[config.mk]
export PLATFORM = sky130hd
export DESIGN_NAME = tl_sync_fifo
export DESIGN_NICKNAME = d
export VERILOG_FILES = /design/src/rtl/tl_fifo_pkg.sv /design/src/rtl/tl_fifo_ram.sv /design/src/rtl/tl_sync_fifo.sv
export SDC_FILE = /design/constraint.sdc
export NUM_CORES = 1
export LEC_CHECK = 0
export ABC_AREA = 1
export CORE_ASPECT_RATIO = 1.75
export CORE_MARGIN = 4
export CORE_UTILIZATION = 40
export CTS_CLUSTER_DIAMETER = 120
export DETAILED_ROUTE_END_ITERATION = 8
export GPL_ROUTABILITY_DRIVEN = 0
export GPL_TIMING_DRIVEN = 0
export SYNTH_ARGS = -nofsm -noshare
export SYNTH_HDL_FRONTEND = slang
export SYNTH_HIERARCHICAL = 1
export SYNTH_SLANG_ARGS = --single-unit
[constraint.sdc]
create_clock -name clk -period 3.54 [get_ports clk]
set_clock_uncertainty 0.1 [all_clocks]
set_input_delay 0.708 -clock clk [delete_from_list [all_inputs] [get_ports clk]]
set_output_delay 0.708 -clock clk [all_outputs]
set_load 0.01 [all_outputs]
[src/rtl/tl_fifo_pkg.sv]
// Shared constants for the TileLink channel buffering blocks.
package tl_fifo_pkg;

    localparam int unsigned FIFO_MODE_STD  = 0;
    localparam int unsigned FIFO_MODE_FWFT = 1;

endpackage

[src/rtl/tl_fifo_ram.sv]
// FIFO storage: one synchronous write port, one asynchronous read port, no reset.
module tl_fifo_ram #(
    parameter int unsigned DATA_WIDTH = 8,
    parameter int unsigned DEPTH      = 8,
    parameter int unsigned ADDR_WIDTH = $clog2(DEPTH)
) (
    input  logic                  clk_i,
    input  logic                  we_i,
    input  logic [ADDR_WIDTH-1:0] waddr_i,
    input  logic [DATA_WIDTH-1:0] wdata_i,
    input  logic [ADDR_WIDTH-1:0] raddr_i,
    output logic [DATA_WIDTH-1:0] rdata_o
);

    logic [DATA_WIDTH-1:0] mem_q [DEPTH];

    always_ff @(posedge clk_i) begin
        if (we_i) begin
            mem_q[waddr_i] <= wdata_i;
        end
    end

    assign rdata_o = mem_q[raddr_i];

endmodule

[src/rtl/tl_sync_fifo.sv]
// Single-clock FIFO with standard or first-word-fall-through read, flush,
// occupancy count, almost-full/empty thresholds and overflow/underflow pulses.
module tl_sync_fifo
    import tl_fifo_pkg::*;
#(
    parameter int unsigned DATA_WIDTH    = 8,
    parameter int unsigned DEPTH         = 8,
    parameter int unsigned FWFT          = FIFO_MODE_STD,
    parameter int unsigned AFULL_THRESH  = DEPTH - 2,
    parameter int unsigned AEMPTY_THRESH = 1,
    parameter int unsigned ADDR_WIDTH    = $clog2(DEPTH)
) (
    input  logic                  clk,
    input  logic                  reset,
    input  logic                  flush,
    input  logic                  wr_en,
    input  logic [DATA_WIDTH-1:0] wr_data,
    output logic                  full,
    output logic                  almost_full,
    input  logic                  rd_en,
    output logic [DATA_WIDTH-1:0] rd_data,
    output logic                  rd_valid,
    output logic                  empty,
    output logic                  almost_empty,
    output logic [ADDR_WIDTH:0]   count,
    output logic                  overflow,
    output logic                  underflow
);

    localparam int unsigned PW = ADDR_WIDTH + 1;

    logic [PW-1:0]         wr_ptr_q, wr_ptr_d, rd_ptr_q, rd_ptr_d, count_q, count_d;
    logic [DATA_WIDTH-1:0] rd_data_q, rd_data_d, ram_rdata;
    logic                  rd_valid_q, rd_valid_d;
    logic                  overflow_q, overflow_d, underflow_q, underflow_d;
    logic                  full_w, empty_w, acc_wr, acc_rd;

    tl_fifo_ram #(
        .DATA_WIDTH (DATA_WIDTH),
        .DEPTH      (DEPTH),
        .ADDR_WIDTH (ADDR_WIDTH)
    ) u_ram (
        .clk_i   (clk),
        .we_i    (acc_wr),
        .waddr_i (wr_ptr_q[ADDR_WIDTH-1:0]),
        .wdata_i (wr_data),
        .raddr_i (rd_ptr_q[ADDR_WIDTH-1:0]),
        .rdata_o (ram_rdata)
    );

    always_comb begin
        full_w      = (count_q == PW'(DEPTH));
        empty_w     = (count_q == '0);
        // flush suppresses both acceptance and the error pulses for its cycle
        acc_wr      = wr_en && !full_w  && !flush;
        acc_rd      = rd_en && !empty_w && !flush;
        overflow_d  = wr_en && full_w   && !flush;
        underflow_d = rd_en && empty_w  && !flush;
        wr_ptr_d    = wr_ptr_q + PW'(acc_wr);
        rd_ptr_d    = rd_ptr_q + PW'(acc_rd);
        count_d     = count_q + PW'(acc_wr) - PW'(acc_rd);
        rd_valid_d  = acc_rd;
        rd_data_d   = acc_rd ? ram_rdata : rd_data_q;
        if (flush) begin
            wr_ptr_d = '0;
            rd_ptr_d = '0;
            count_d  = '0;
        end
    end

    always_ff @(posedge clk) begin
        if (reset) begin
            wr_ptr_q    <= '0;
            rd_ptr_q    <= '0;
            count_q     <= '0;
            rd_data_q   <= '0;
            rd_valid_q  <= 1'b0;
            overflow_q  <= 1'b0;
            underflow_q <= 1'b0;
        end else begin
            wr_ptr_q    <= wr_ptr_d;
            rd_ptr_q    <= rd_ptr_d;
            count_q     <= count_d;
            rd_data_q   <= rd_data_d;
            rd_valid_q  <= rd_valid_d;
            overflow_q  <= overflow_d;
            underflow_q <= underflow_d;
        end
    end

    if (FWFT == FIFO_MODE_FWFT) begin : g_fwft
        assign rd_data  = empty_w ? '0 : ram_rdata;
        assign rd_valid = !empty_w;
    end else begin : g_std
        assign rd_data  = rd_data_q;
        assign rd_valid = rd_valid_q;
    end

    assign full         = full_w;
    assign empty        = empty_w;
    assign almost_full  = (count_q >= PW'(AFULL_THRESH));
    assign almost_empty = (count_q <= PW'(AEMPTY_THRESH));
    assign count        = count_q;
    assign overflow     = overflow_q;
    assign underflow    = underflow_q;

endmodule

==> impl_metrics.ini, run 1 <==
[drt]
via_per_inst = 4.49
routed_wl_um = 7750
drtIter0Drc = 161
route.vias.total = 2666
wl_per_cell_um = 13.0
antenna_left = 0
drtPass1Iterations = 4
drcViolationCount = 0

[global_routing]
grt_first_pass_wirelength_um = 12900
antenna_found_initial = 0
overflow = 0
grtUsageTotal_pct = 14.3
grt_pass1_vias = 2674
grt_max_degree = 14

[power]
comb_power_share_pct = 7.4
p_sw_share_pct = 20.6
peakVddDrop_mv = 0.465
pwr-share-seq_pct = 50.5
power.switching_w = 0.000447
power.leakage_nw = 2.12
powerDensity_nw_per_um2 = 459
power.share.clock_pct = 42.2
p_int_w = 0.00172

[outcome]
status = completed

[critical_path]
critical_path_buf_inv_count = 4
timing.rr.end = count[2]$_SDFF_PP0_
crit_fanout = 10
startpoint = count[2]$_SDFF_PP0_
slowest_delay_ns = 0.52
crit_path_start_kind = flip-flop
crit_type = flip-flop to output port
arrival_ns = 1.88
r2r-start = count[2]$_SDFF_PP0_
cp_common_cell = inv_1
ff2ff_path_depth = 13
critPathCaptureType = output port
cp_top_family = buffers and inverters
required_ns = 2.73
crit_chain = inv_1 -> ha_1 -> nand2_4 -> buf_12 -> inv_1 -> clkdlybuf4s50_1
slowest_stage = clkdlybuf4s50_1
rrSetupSlack_ns = 1.14

[clock_tree]
cts_htree_levels = 3
ctsHoldBuffers = 0
cts-root-buf = clkbuf_16
cts_resized = 0
clock_sinks = 85
cts_setup_buffers = 0
clk_path_buf_depth = 2
numCtsBuffers = 9
cts_tree = done
cts.clk_slew.worst_paths_ns = 0.06
clock_latency_ns = 0.34

[synth]
synth_top_area_cell = edfxtp_1
synth_area_um2 = 3970
synth-edff-count = 64
ys.flop_type = edfxtp_1
synth_cells = 425
synth_fp_nets = 451
synth-warning-count = 6
synth_seq_area_share_pct = 59.0
netlist-cell-type-count = 24
async_flop_share_pct = 0
ys_ff_latch = 85
synth_most_common_cell = nand2_1
synth_area_per_cell_um2 = 9.35
yosysTopAreaCellShare_pct = 48.4
synth_common_cells = nand2_1 (124), inv_1 (94), edfxtp_1 (64)
synth_area_leaders = edfxtp_1 (48%), nand2_1 (12%), dfxtp_1 (11%), inv_1 (8.9%), nand3_1 (5.4%)

[floorplanning]
die_area_um2 = 11700
num_io_pins = 32
die_h_um = 140
fp-row-count = 47
core_area_um2 = 9590
start_util_pct = 41.4
die_w_um = 83.3

[place]
dp.final_hpwl_um = 5770
dpl_cell_area_um2 = 4440
io_buffers = 31

[cells_and_area]
diodes = 0
area_growth_pct = 18.9
drive_above_1_share_pct = 8.69
fillers = 901
design_area_um2 = 4720
nets = 493

[timing]
period_needed_ns = 2.69
hold_viol_final = 0
slew_violations = 0
fmax_mhz = 372
setup_tns_ns = 0
worst_slew_pin_slew_ns = 0.876
period_share_pct = 75.9
grt_setup_unrepaired = false
setup_violations = 0
maxSlewHeadroom_pct = 41.4

[hold_path]
hold_depth = 2
hp-start = rd_data[0]$_SDFFE_PP0P_
hold_path_end = rd_data[0]$_SDFFE_PP0P_
min_path_type = flip-flop to flip-flop

[run]
max_cap_viol_count = 0
==> flip-flops by register name (all words and copies together), names as in the netlist <==
signal	flops
rd_valid	1
underflow	1
count	4
overflow	1
rd_ptr_q	3
u_ram/mem_q	64
wr_ptr_q	3
rd_data	8
==> routing by layer <==
metal  up-vias  share of wire (%)  GRT usage (%)
li1       1391                  -              -
met1      1232                 39           15.3
met2        30                 56           26.7
met3        13                2.3           2.90
met4         0                2.6           6.37
met5         -                  0              0
==> cells by family after synthesis <==
group	after synthesis	synth area share (%)
fa+ha+maj	13	4.28
xor+xnor	3	0.662
buf+inv	112	12.8
simple gates	200	21.0
compound gates	12	2.24
flops	85	59.0
==> cell usage in the layout (no fill, tap or decap) <==
| master | netlist | routed |
|---|---|---|
| nand2_1 | 124 | 124 |
| inv_1 | 94 | 94 |
| edfxtp_1 | 64 | 64 |
| nand3_1 | 43 | 43 |
| clkdlybuf4s50_1 | 0 | 31 |
| nor2_1 | 28 | 28 |
| dfxtp_1 | 21 | 21 |
| ha_1 | 12 | 12 |
| clkbuf_16 | 0 | 9 |
| buf_6 | 7 | 7 |
| a21oi_2 | 7 | 7 |
| a21oi_1 | 4 | 4 |
| buf_4 | 4 | 4 |
| clkbuf_1 | 0 | 3 |
| nor2_4 | 2 | 2 |
| inv_2 | 2 | 2 |
| clkinv_1 | 1 | 2 |
| xnor2_1 | 2 | 2 |
| buf_2 | 2 | 2 |
| nand2_4 | 1 | 1 |
| buf_12 | 1 | 1 |
| nand2_2 | 1 | 1 |
| a21o_1 | 1 | 1 |
| xor2_1 | 1 | 1 |
| nor3_2 | 1 | 1 |
| fa_1 | 1 | 1 |
| clkbuf_8 | 0 | 1 |
| bufinv_16 | 0 | 1 |
| clkinv_2 | 0 | 1 |
| inv_4 | 1 | 1 |
==> power groups by stage <==
stage          Sequential [W]  Clock [W]  Combinational [W]
3_5_place_dp          0.00111          0           0.000163
2_1_floorplan         0.00112          0          0.0000895
3_3_place_gp          0.00111          0           0.000160
5_1_grt               0.00109   0.000972           0.000179
6_report              0.00109   0.000913           0.000160
4_1_cts               0.00109   0.000933           0.000163
==> worst min-delay path: stages, from the launching register on <==
cell and delay, ns:
dfxtp_1 0.31, a21oi_2 0.09, nor2_1 0.05
==> area by class of cell <==
cell class / count / area, um2 / area share [%]
clock inverters: 3 / 38.8 / 0.821
clock buffers: 13 / 250 / 5.30
repair buffers: 31 / 310 / 6.57
well taps: 122 / 153 / 3.23
multi-input cells: 228 / 1120 / 23.7
plain buffers: 14 / 139 / 2.94
flip-flops and latches: 85 / 2340 / 49.6
inverters: 98 / 370 / 7.84
==> through the flow <==
stage / total power (W) / utilization (%) / std cells / hold WS (ns) / setup slack, ns
finish: 0.00217 / 49.3 / 594 / 0.395 / 0.852
global route: 0.00225 / 49.3 / 594 / 0.426 / 0.622
CTS: 0.00219 / 49.3 / 594 / 0.397 / 0.831
detailed placement: 0.00128 / 46.3 / 578 / 0.387 / 0.493
global placement: 0.00127 / 46.3 / 578 / 0.377 / 0.472
floorplan: 0.00121 / - / 425 / 0.370 / 1.14
==> worst max-delay path by stage <==
stage | end | slack (ns) | cells past startpoint
after floorplan | count[2]$_SDFF_PP0_ | 1.14 | 12
after global placement | count[2]$_SDFF_PP0_ | 0.47 | 13
after detailed placement | count[2]$_SDFF_PP0_ | 0.49 | 13
after CTS | empty | 0.83 | 6
after global routing | count[2]$_SDFF_PP0_ | 0.62 | 13
final | empty | 0.85 | 6
No activity file was read; power rests on OpenSTA's default activity.
==> inputs of run 2 (changes only) <==
- clock period: 3.54 -> 2.41 ns (I/O delays scaled with it)
==> impl_metrics.ini, run 2 (synthesis results as in run 1) <==
[place]
io_buffers = 31
dp.final_hpwl_um = 5770

[clock_tree]
ctsHoldBuffers = 0
clock_sinks = 85
cts-root-buf = clkbuf_16
clock_latency_ns = 0.34
cts.clk_slew.worst_paths_ns = 0.06
cts_tree = done
clk_path_buf_depth = 2
numCtsBuffers = 9
cts_htree_levels = 3

[critical_path]
slowest_stage = clkdlybuf4s50_1
slowest_delay_ns = 0.52
cp_top_family = buffers and inverters
crit_type = flip-flop to output port
crit_chain = inv_2 -> ha_4 -> nand2_8 -> buf_12 -> inv_1 -> clkdlybuf4s50_1
critPathCaptureType = output port
crit_fanout = 10
arrival_ns = 1.75
crit_path_start_kind = flip-flop
required_ns = 1.83
critical_path_buf_inv_count = 4

[hold_path]
min_path_type = flip-flop to flip-flop

[cells_and_area]
largest_register_ffs = 64
seq_area_um2 = 2340
final_cell_mix = nand2_1 (124), inv_1 (91), edfxtp_1 (64)
final_common_cell = nand2_1
nets = 498
drive_above_1_share_pct = 11.5
multi_input_area_um2 = 1150
diodes = 0
regMostFlops = u_ram/mem_q
fillers = 889
area_growth_pct = 20.8

[power]
peakVddDrop_mv = 0.683
power.leakage_nw = 2.15
powerDensity_nw_per_um2 = 666

[run]
max_cap_viol_count = 0

[timing]
period_share_pct = 96.7
worst_slew_pin_slew_ns = 0.860
fmax_mhz = 429
grt_setup_unrepaired = true
hold-worst-slack_ns = 0.393
period_needed_ns = 2.33
setup_violations = 0
setup_tns_ns = 0
slew_violations = 0
maxSlewHeadroom_pct = 42.5
hold_viol_final = 0

[drt]
drtIter0Drc = 127
antenna_left = 0
wl_per_cell_um = 13.0
route.vias.total = 2689
via_per_inst = 4.49
routed_wl_um = 7780
drtPass1Iterations = 4
drcViolationCount = 0

[floorplanning]
fp-row-count = 47
core_area_um2 = 9590
die_area_um2 = 11700
start_util_pct = 41.4
die_h_um = 140
die_w_um = 83.3
num_io_pins = 32

[global_routing]
overflow = 0
antenna_found_initial = 0
grtUsageTotal_pct = 14.4
grt_max_degree = 14
grt_first_pass_wirelength_um = 12900
grt_pass1_vias = 2682

[outcome]
status = completed
## run 2: changes by cell type in the layout (fill, tap and decap cells not counted), sizes merged
cell / delta
buf: +5
## run 2: cell type report
class                      count  area share [%]
timing repair buffer          36            7.25
multi-input combinational    228            24.0
buffer                        14            2.97
sequential                    85            48.9
clock buffer                  13            5.22
clock inverter                 3           0.809
inverter                      98            7.72
tap                          122            3.18
## run 2: worst paths after layout
kind	slack (ns)	from	endpoint	depth (start not counted)
hold / removal	0.39	rd_data[0]$_SDFFE_PP0P_	rd_data[0]$_SDFFE_PP0P_	2
hold reg to reg	0.39	rd_data[0]$_SDFFE_PP0P_	rd_data[0]$_SDFFE_PP0P_	2
setup / recovery	0.08	count[3]$_SDFF_PP0_	empty	6
setup reg to reg	0.16	count[2]$_SDFF_PP0_	u_ram/mem_q[0][5]$_DFFE_PP_	7
## run 2: layer usage
| metal | part of all wire, % | track usage (%) | vias up | routed length (um) |
|---|---|---|---|---|
| met3 | 2.8 | 2.90 | 11 | 215 |
| met1 | 40 | 15.4 | 1241 | 3080 |
| met5 | 0 | 0 | - | 0 |
| li1 | - | - | 1400 | - |
| met2 | 56 | 26.7 | 37 | 4320 |
| met4 | 2.1 | 6.37 | 0 | 166 |
## run 2: what timing repair did
item,in CTS,in global routing
gates resized for setup,5,7
pin swaps,2,2
setup buffers,1,4
cloned,0,0
setup endpoints to repair,3,11
## run 2: power breakdown
part | internal (W) | total [W] | switching, W | leakage (nW)
clock network | 0.000826 | 0.00134 | 0.000514 | 0.141
logic | 0.000115 | 0.000250 | 0.000135 | 1.26
registers | 0.00159 | 0.00161 | 0.0000118 | 0.749
## run 2: worst reg2reg max path: cells and delay by family, from the launching register on
kind / cells / cell delay [ns]
fa+ha+maj: 1 / 0.19
buf+inv: 2 / 0.20
flops: 1 / 0.36
simple gates: 4 / 1.03
## run 2: per-stage QoR
| step | instance area, um2 | instances | total power [W] | setup WS, ns | utilization, % |
|---|---|---|---|---|---|
| 2_1_floorplan | 3970 | 425 | 0.00177 | 0.0850 | - |
| 3_3_place_gp | 4440 | 578 | 0.00187 | -0.432 | 46.3 |
| 3_5_place_dp | 4440 | 578 | 0.00188 | -0.411 | 46.3 |
| 4_1_cts | 4750 | 595 | 0.00322 | 0.0300 | 49.5 |
| 5_1_grt | 4800 | 599 | 0.00332 | -0.0195 | 50.0 |
| 6_report | 4800 | 599 | 0.00320 | 0.0799 | 50.0 |
==> inputs of run 3 (changes only) <==
- CORE_MARGIN: 4 -> default
- PLACE_DENSITY: default -> 0.63
==> impl_metrics.ini, run 3 (synthesis results as in run 1) <==
[critical_path]
slowest_stage = nor2_1
critical_path_buf_inv_count = 3
crit_fanout = 8
critPathCaptureType = flip-flop
r2r-start = count[2]$_SDFF_PP0_
crit_type = input pin to flip-flop
rrSetupSlack_ns = 0.10
cp_common_cell = inv_1
slowest_delay_ns = 0.78
timing.rr.end = u_ram/mem_q[3][0]$_DFFE_PP_
required_ns = 2.26
startpoint = flush
cp_top_family = simple AND/OR/NAND/NOR gates
arrival_ns = 2.18
ff2ff_path_depth = 7
crit_chain = clkdlybuf4s50_1 -> inv_1 -> nand3_1 -> inv_1 -> nand2_1 -> nor2_1
crit_path_start_kind = input pin

[hold_path]
hp-start = rd_data[3]$_SDFFE_PP0P_
hold_path_end = rd_data[3]$_SDFFE_PP0P_
min_path_type = flip-flop to flip-flop
hold_depth = 2

[timing]
setup_tns_ns = 0
worst_slew_pin_slew_ns = 0.985
hold-worst-slack_ns = 0.388
setup_violations = 0
hold_viol_final = 0
slew_violations = 0
maxSlewHeadroom_pct = 34.1
period_needed_ns = 2.33
fmax_mhz = 430
period_share_pct = 96.6
grt_setup_unrepaired = false

[floorplanning]
die_area_um2 = 10400
die_h_um = 134
die_w_um = 77.3
fp-row-count = 47
start_util_pct = 41.7
num_io_pins = 32
core_area_um2 = 9530

[drt]
drcViolationCount = 0
wl_per_cell_um = 14.0
route.vias.total = 2776
top_layer = met4
route.met3.wl_um = 410
wirelength_met1_um = 3020
drtPass1Iterations = 5
wl_met2_um = 4770
via_per_inst = 4.65
routed_wl_um = 8350
antenna_left = 0
drtIter0Drc = 254

[clock_tree]
cts_htree_levels = 3
cts_tree = done
clock_sinks = 85
cts-root-buf = clkbuf_16
clk_path_buf_depth = 2
numCtsBuffers = 9
clock_latency_ns = 0.33
cts.clk_slew.worst_paths_ns = 0.06

[cells_and_area]
drive_above_1_share_pct = 10.9
final_common_cell = nand2_1
diodes = 0
nets = 496
area_growth_pct = 20.6
largest_register_ffs = 64
regMostFlops = u_ram/mem_q
fillers = 914
final_cell_mix = nand2_1 (124), inv_1 (92), edfxtp_1 (64)

[global_routing]
grtUsageTotal_pct = 17.3
grt_pass1_vias = 2756
grt_first_pass_wirelength_um = 13100
grt_max_degree = 14
antenna_found_initial = 0
overflow = 0

[outcome]
status = completed

[run]
max_cap_viol_count = 0

[power]
power.leakage_nw = 2.15
powerDensity_nw_per_um2 = 682
peakVddDrop_mv = 0.536

[place]
io_buffers = 31
dp.final_hpwl_um = 5680
## run 3: tightest hold or removal path, cell delays in order (launching register included)
cell,delay (ns)
dfxtp_1,0.34
a21oi_2,0.03
nor2_1,0.08
## run 3: power breakdown
| part | switching, W | total (W) | leakage, nW | internal, W |
|---|---|---|---|---|
| clock | 0.000524 | 0.00142 | 0.147 | 0.000896 |
| combinational | 0.000131 | 0.000241 | 1.25 | 0.000110 |
| sequential | 0.0000121 | 0.00161 | 0.749 | 0.00159 |
| total | 0.000668 | 0.00327 | 2.15 | 0.00260 |
## run 3: metrics by stage
stage / utilization [%] / total power [W] / instances / area (um2) / worst slack (ns)
floorplan: - / 0.00177 / 425 / 3970 / 0.0850
global route: 50.3 / 0.00338 / 597 / 4790 / 0.000805
finish: 50.3 / 0.00327 / 597 / 4790 / 0.0831
detailed placement: 46.6 / 0.00187 / 578 / 4440 / -0.424
CTS: 50.0 / 0.00330 / 595 / 4770 / 0.0196
global placement: 46.6 / 0.00187 / 578 / 4440 / -0.402
## run 3: repair_timing
action	CTS	global route
hold buffers	0	0
buffers inserted	1	2
pin swaps	2	1
setup endpoints to repair	4	52
gates resized for setup	5	5
cloned	0	0
hold endpoints to repair	0	0
## run 3: layer usage
layer  vias to the layer above  track usage [%]
met2                        62             31.6
met5                         -                0
li1                       1395                -
met4                         0             9.54
met1                      1309             18.3
met3                        10             3.40
## run 3: worst max path at each step
stage	end	depth (start not counted)
final	u_ram/mem_q[3][0]$_DFFE_PP_	6
after global routing	count[2]$_SDFF_PP0_	13
after CTS	count[2]$_SDFF_PP0_	13
after detailed placement	count[2]$_SDFF_PP0_	13
after global placement	count[2]$_SDFF_PP0_	13
after floorplan	count[2]$_SDFF_PP0_	13
## run 3: layout make-up
type	count	area [um2]	area share [%]
sequential	85	2350	49.0
multi-input combinational	228	1140	23.7
inverter	98	370	7.73
timing repair buffer	34	335	7.00
clock buffer	10	229	4.78
tap	122	153	3.19
buffer	14	143	2.98
clock inverter	6	77.6	1.62
==> edit, RTL diff (config.mk and constraints of run 2) <==
`DEPTH` is set to 8 in 2 places; all go to 4.
--- a/src/rtl/tl_fifo_ram.sv
+++ b/src/rtl/tl_fifo_ram.sv
@@ -2,5 +2,5 @@
 module tl_fifo_ram #(
     parameter int unsigned DATA_WIDTH = 8,
-    parameter int unsigned DEPTH      = 8,
+    parameter int unsigned DEPTH      = 4,
     parameter int unsigned ADDR_WIDTH = $clog2(DEPTH)
 ) (
--- a/src/rtl/tl_sync_fifo.sv
+++ b/src/rtl/tl_sync_fifo.sv
@@ -5,5 +5,5 @@
 #(
     parameter int unsigned DATA_WIDTH    = 8,
-    parameter int unsigned DEPTH         = 8,
+    parameter int unsigned DEPTH         = 4,
     parameter int unsigned FWFT          = FIFO_MODE_STD,
     parameter int unsigned AFULL_THRESH  = DEPTH - 2,
Interface: changed (resized count); port bits go from 32 to 31. The function was not compared with the original's and may differ.
==> edit against run 2 <==
Critical path depth is 6 higher; utilization is 0.50 points higher; non-clock buffer count is 8 lower; final cell count is 40% lower; synthesized area is 43% lower; power is 52% lower; critical endpoint is now count[1]; die area is 40% lower; highest routed layer unchanged; setup slack better by 60 ps; hold slack worse by 11 ps; routed wire length is 49% lower; final area is 42% lower; sequential cell count is 35 lower.
==> edit: results (changes against run 2) <==
{
  "seq_power_share": {"value": 0.610, "change": "+0.107"},
  "setup.reg_to_reg.worst_slack": {"value": 280, "unit": "ps", "change": "+120 ps"},
  "number_of_global_route_vias_before_repair": {"value": 1491, "change": "-44%"},
  "clk_latency": {"value": 290, "unit": "ps", "change": "-50 ps"},
  "clock_power_share": {"value": 0.296, "change": "-0.123"},
  "crit_arrival": {"value": 2370, "unit": "ps", "change": "+620 ps"},
  "cellInternalPower": {"value": 1.20, "unit": "mW", "change": "-53%"},
  "clkCellAreaFrac": {"value": 0.0290, "change": "-0.0312"},
  "post_synth_most_frequent_cells": {"value": "58 x sky130_fd_sc_hd__inv_1, 54 x sky130_fd_sc_hd__nand2_1, 32 x sky130_fd_sc_hd__edfxtp_1, 25 x sky130_fd_sc_hd__nand3_1, 18 x sky130_fd_sc_hd__dfxtp_1"},
  "synth_cell_type_count": {"value": 22, "change": "-8.3%"},
  "global_route.usage.total": {"value": 0.132, "change": "-0.0115"},
  "dr_total_vias": {"value": 1527, "change": "-43%"},
  "leakage_power": {"value": 1.23, "unit": "nW", "change": "-43%"},
  "grt_first_pass_wirelength": {"value": 6.72, "unit": "mm", "change": "-48%"},
  "number_of_flip_flops_under_the_largest_register_name": {"value": 32, "change": "-50%"},
  "dp_cells": {"value": 350, "change": "-39%"},
  "clock_net_sink_count": {"value": 50, "change": "-41%"},
  "critPathMaxStageDelay": {"value": 460, "unit": "ps", "change": "-60 ps"},
  "netSwitchingFraction": {"value": 0.218, "change": "+0.0115"},
  "cts_made_buffers": {"value": 5, "change": "-4"},
  "r2r.worst_path.cells": {"value": 11, "change": "+4"},
  "core-area": {"value": 5540, "unit": "sq um", "change": "-42%"},
  "filler_cell_count": {"value": 542, "change": "-39%"},
  "cts-htree-levels": {"value": 2, "change": "-1"},
  "status": {"value": "finished clean"},
  "seq_area": {"value": 1320, "unit": "sq um", "change": "-44%"},
  "signal_buffer_area_fraction": {"value": 0.145, "change": "+0.0425"},
  "synth_seq_area_share": {"value": 0.585, "change": "-0.00456"},
  "synth_enable_flop_cells": {"value": 32, "change": "-50%"},
  "clkSlewWorstSetupHoldPaths": {"value": 90, "unit": "ps", "change": "+30 ps"},
  "multi_input_comb_area": {"value": 667, "unit": "sq um", "change": "-42%"},
  "dp_hpwl": {"value": 2.96, "unit": "mm", "change": "-49%"},
  "relSlewSlack": {"value": 0.457, "change": "+0.0320"},
  "portBuffers": {"value": 30, "change": "-3.2%"},
  "final.period_utilization": {"value": 0.942, "change": "-0.0251"},
  "fin_cells": {"value": 361, "change": "-40%"},
  "post-synth-top-count-cell": {"value": "sky130_fd_sc_hd__inv_1"},
  "cts_root_buf": {"value": "sky130_fd_sc_hd__clkbuf_8"},
  "yosys-top-cells-area": {"value": "sky130_fd_sc_hd__edfxtp_1 43%, sky130_fd_sc_hd__dfxtp_1 16%, sky130_fd_sc_hd__inv_1 9.6%, sky130_fd_sc_hd__nand2_1 9.0%, sky130_fd_sc_hd__nand3_1 5.5%"},
  "placement.cell_area": {"value": 2670, "unit": "sq um", "change": "-40%"}
}
## edit: cell count changes after synthesis, moves of 2 or more
cell	delta
sky130_fd_sc_hd__edfxtp_1	-32
sky130_fd_sc_hd__a21oi_2	-7
sky130_fd_sc_hd__dfxtp_1	-3
sky130_fd_sc_hd__ha_1	-6
sky130_fd_sc_hd__nor2_1	-11
sky130_fd_sc_hd__nand3_1	-18
sky130_fd_sc_hd__a21oi_1	+4
sky130_fd_sc_hd__inv_1	-36
sky130_fd_sc_hd__nor3_1	+4
sky130_fd_sc_hd__buf_4	-3
sky130_fd_sc_hd__buf_6	-2
sky130_fd_sc_hd__inv_2	-2
sky130_fd_sc_hd__nand2_1	-70
## edit: how the worst min path moves through the flow
stage,startpoint,endpoint,cells past startpoint
5_1_grt,rd_data[6],rd_data[6],2
6_report,rd_data[3],rd_data[3],2
2_1_floorplan,rd_ptr_q[1],rd_ptr_q[1],2
4_1_cts,rd_data[7],rd_data[7],2
3_3_place_gp,rd_data[2],rd_data[2],2
3_5_place_dp,rd_data[7],rd_data[7],2
## edit: layer usage
metal / vias up / global-route usage / part of all wire
met2: 20 / 0.247 / 0.58
met3: 7 / 0.0282 / 0.029
met1: 675 / 0.135 / 0.38
li1: 825 / - / -
met4: 0 / 0.0635 / 0.019
met5: - / 0 / 0
## edit: logic make-up after synthesis
logic type / Yosys count / share of synthesized area
flops: 50 / 0.585
simple gates: 106 / 0.209
xor+xnor: 3 / 0.0116
fa+ha+maj: 7 / 0.0421
compound gates: 9 / 0.0211
buf+inv: 67 / 0.131
## edit: timing repair
action	CTS	global route
setup buffers	0	3
gates resized for setup	4	4
pin swaps	0	2
endpoints found under the setup margin	21	8
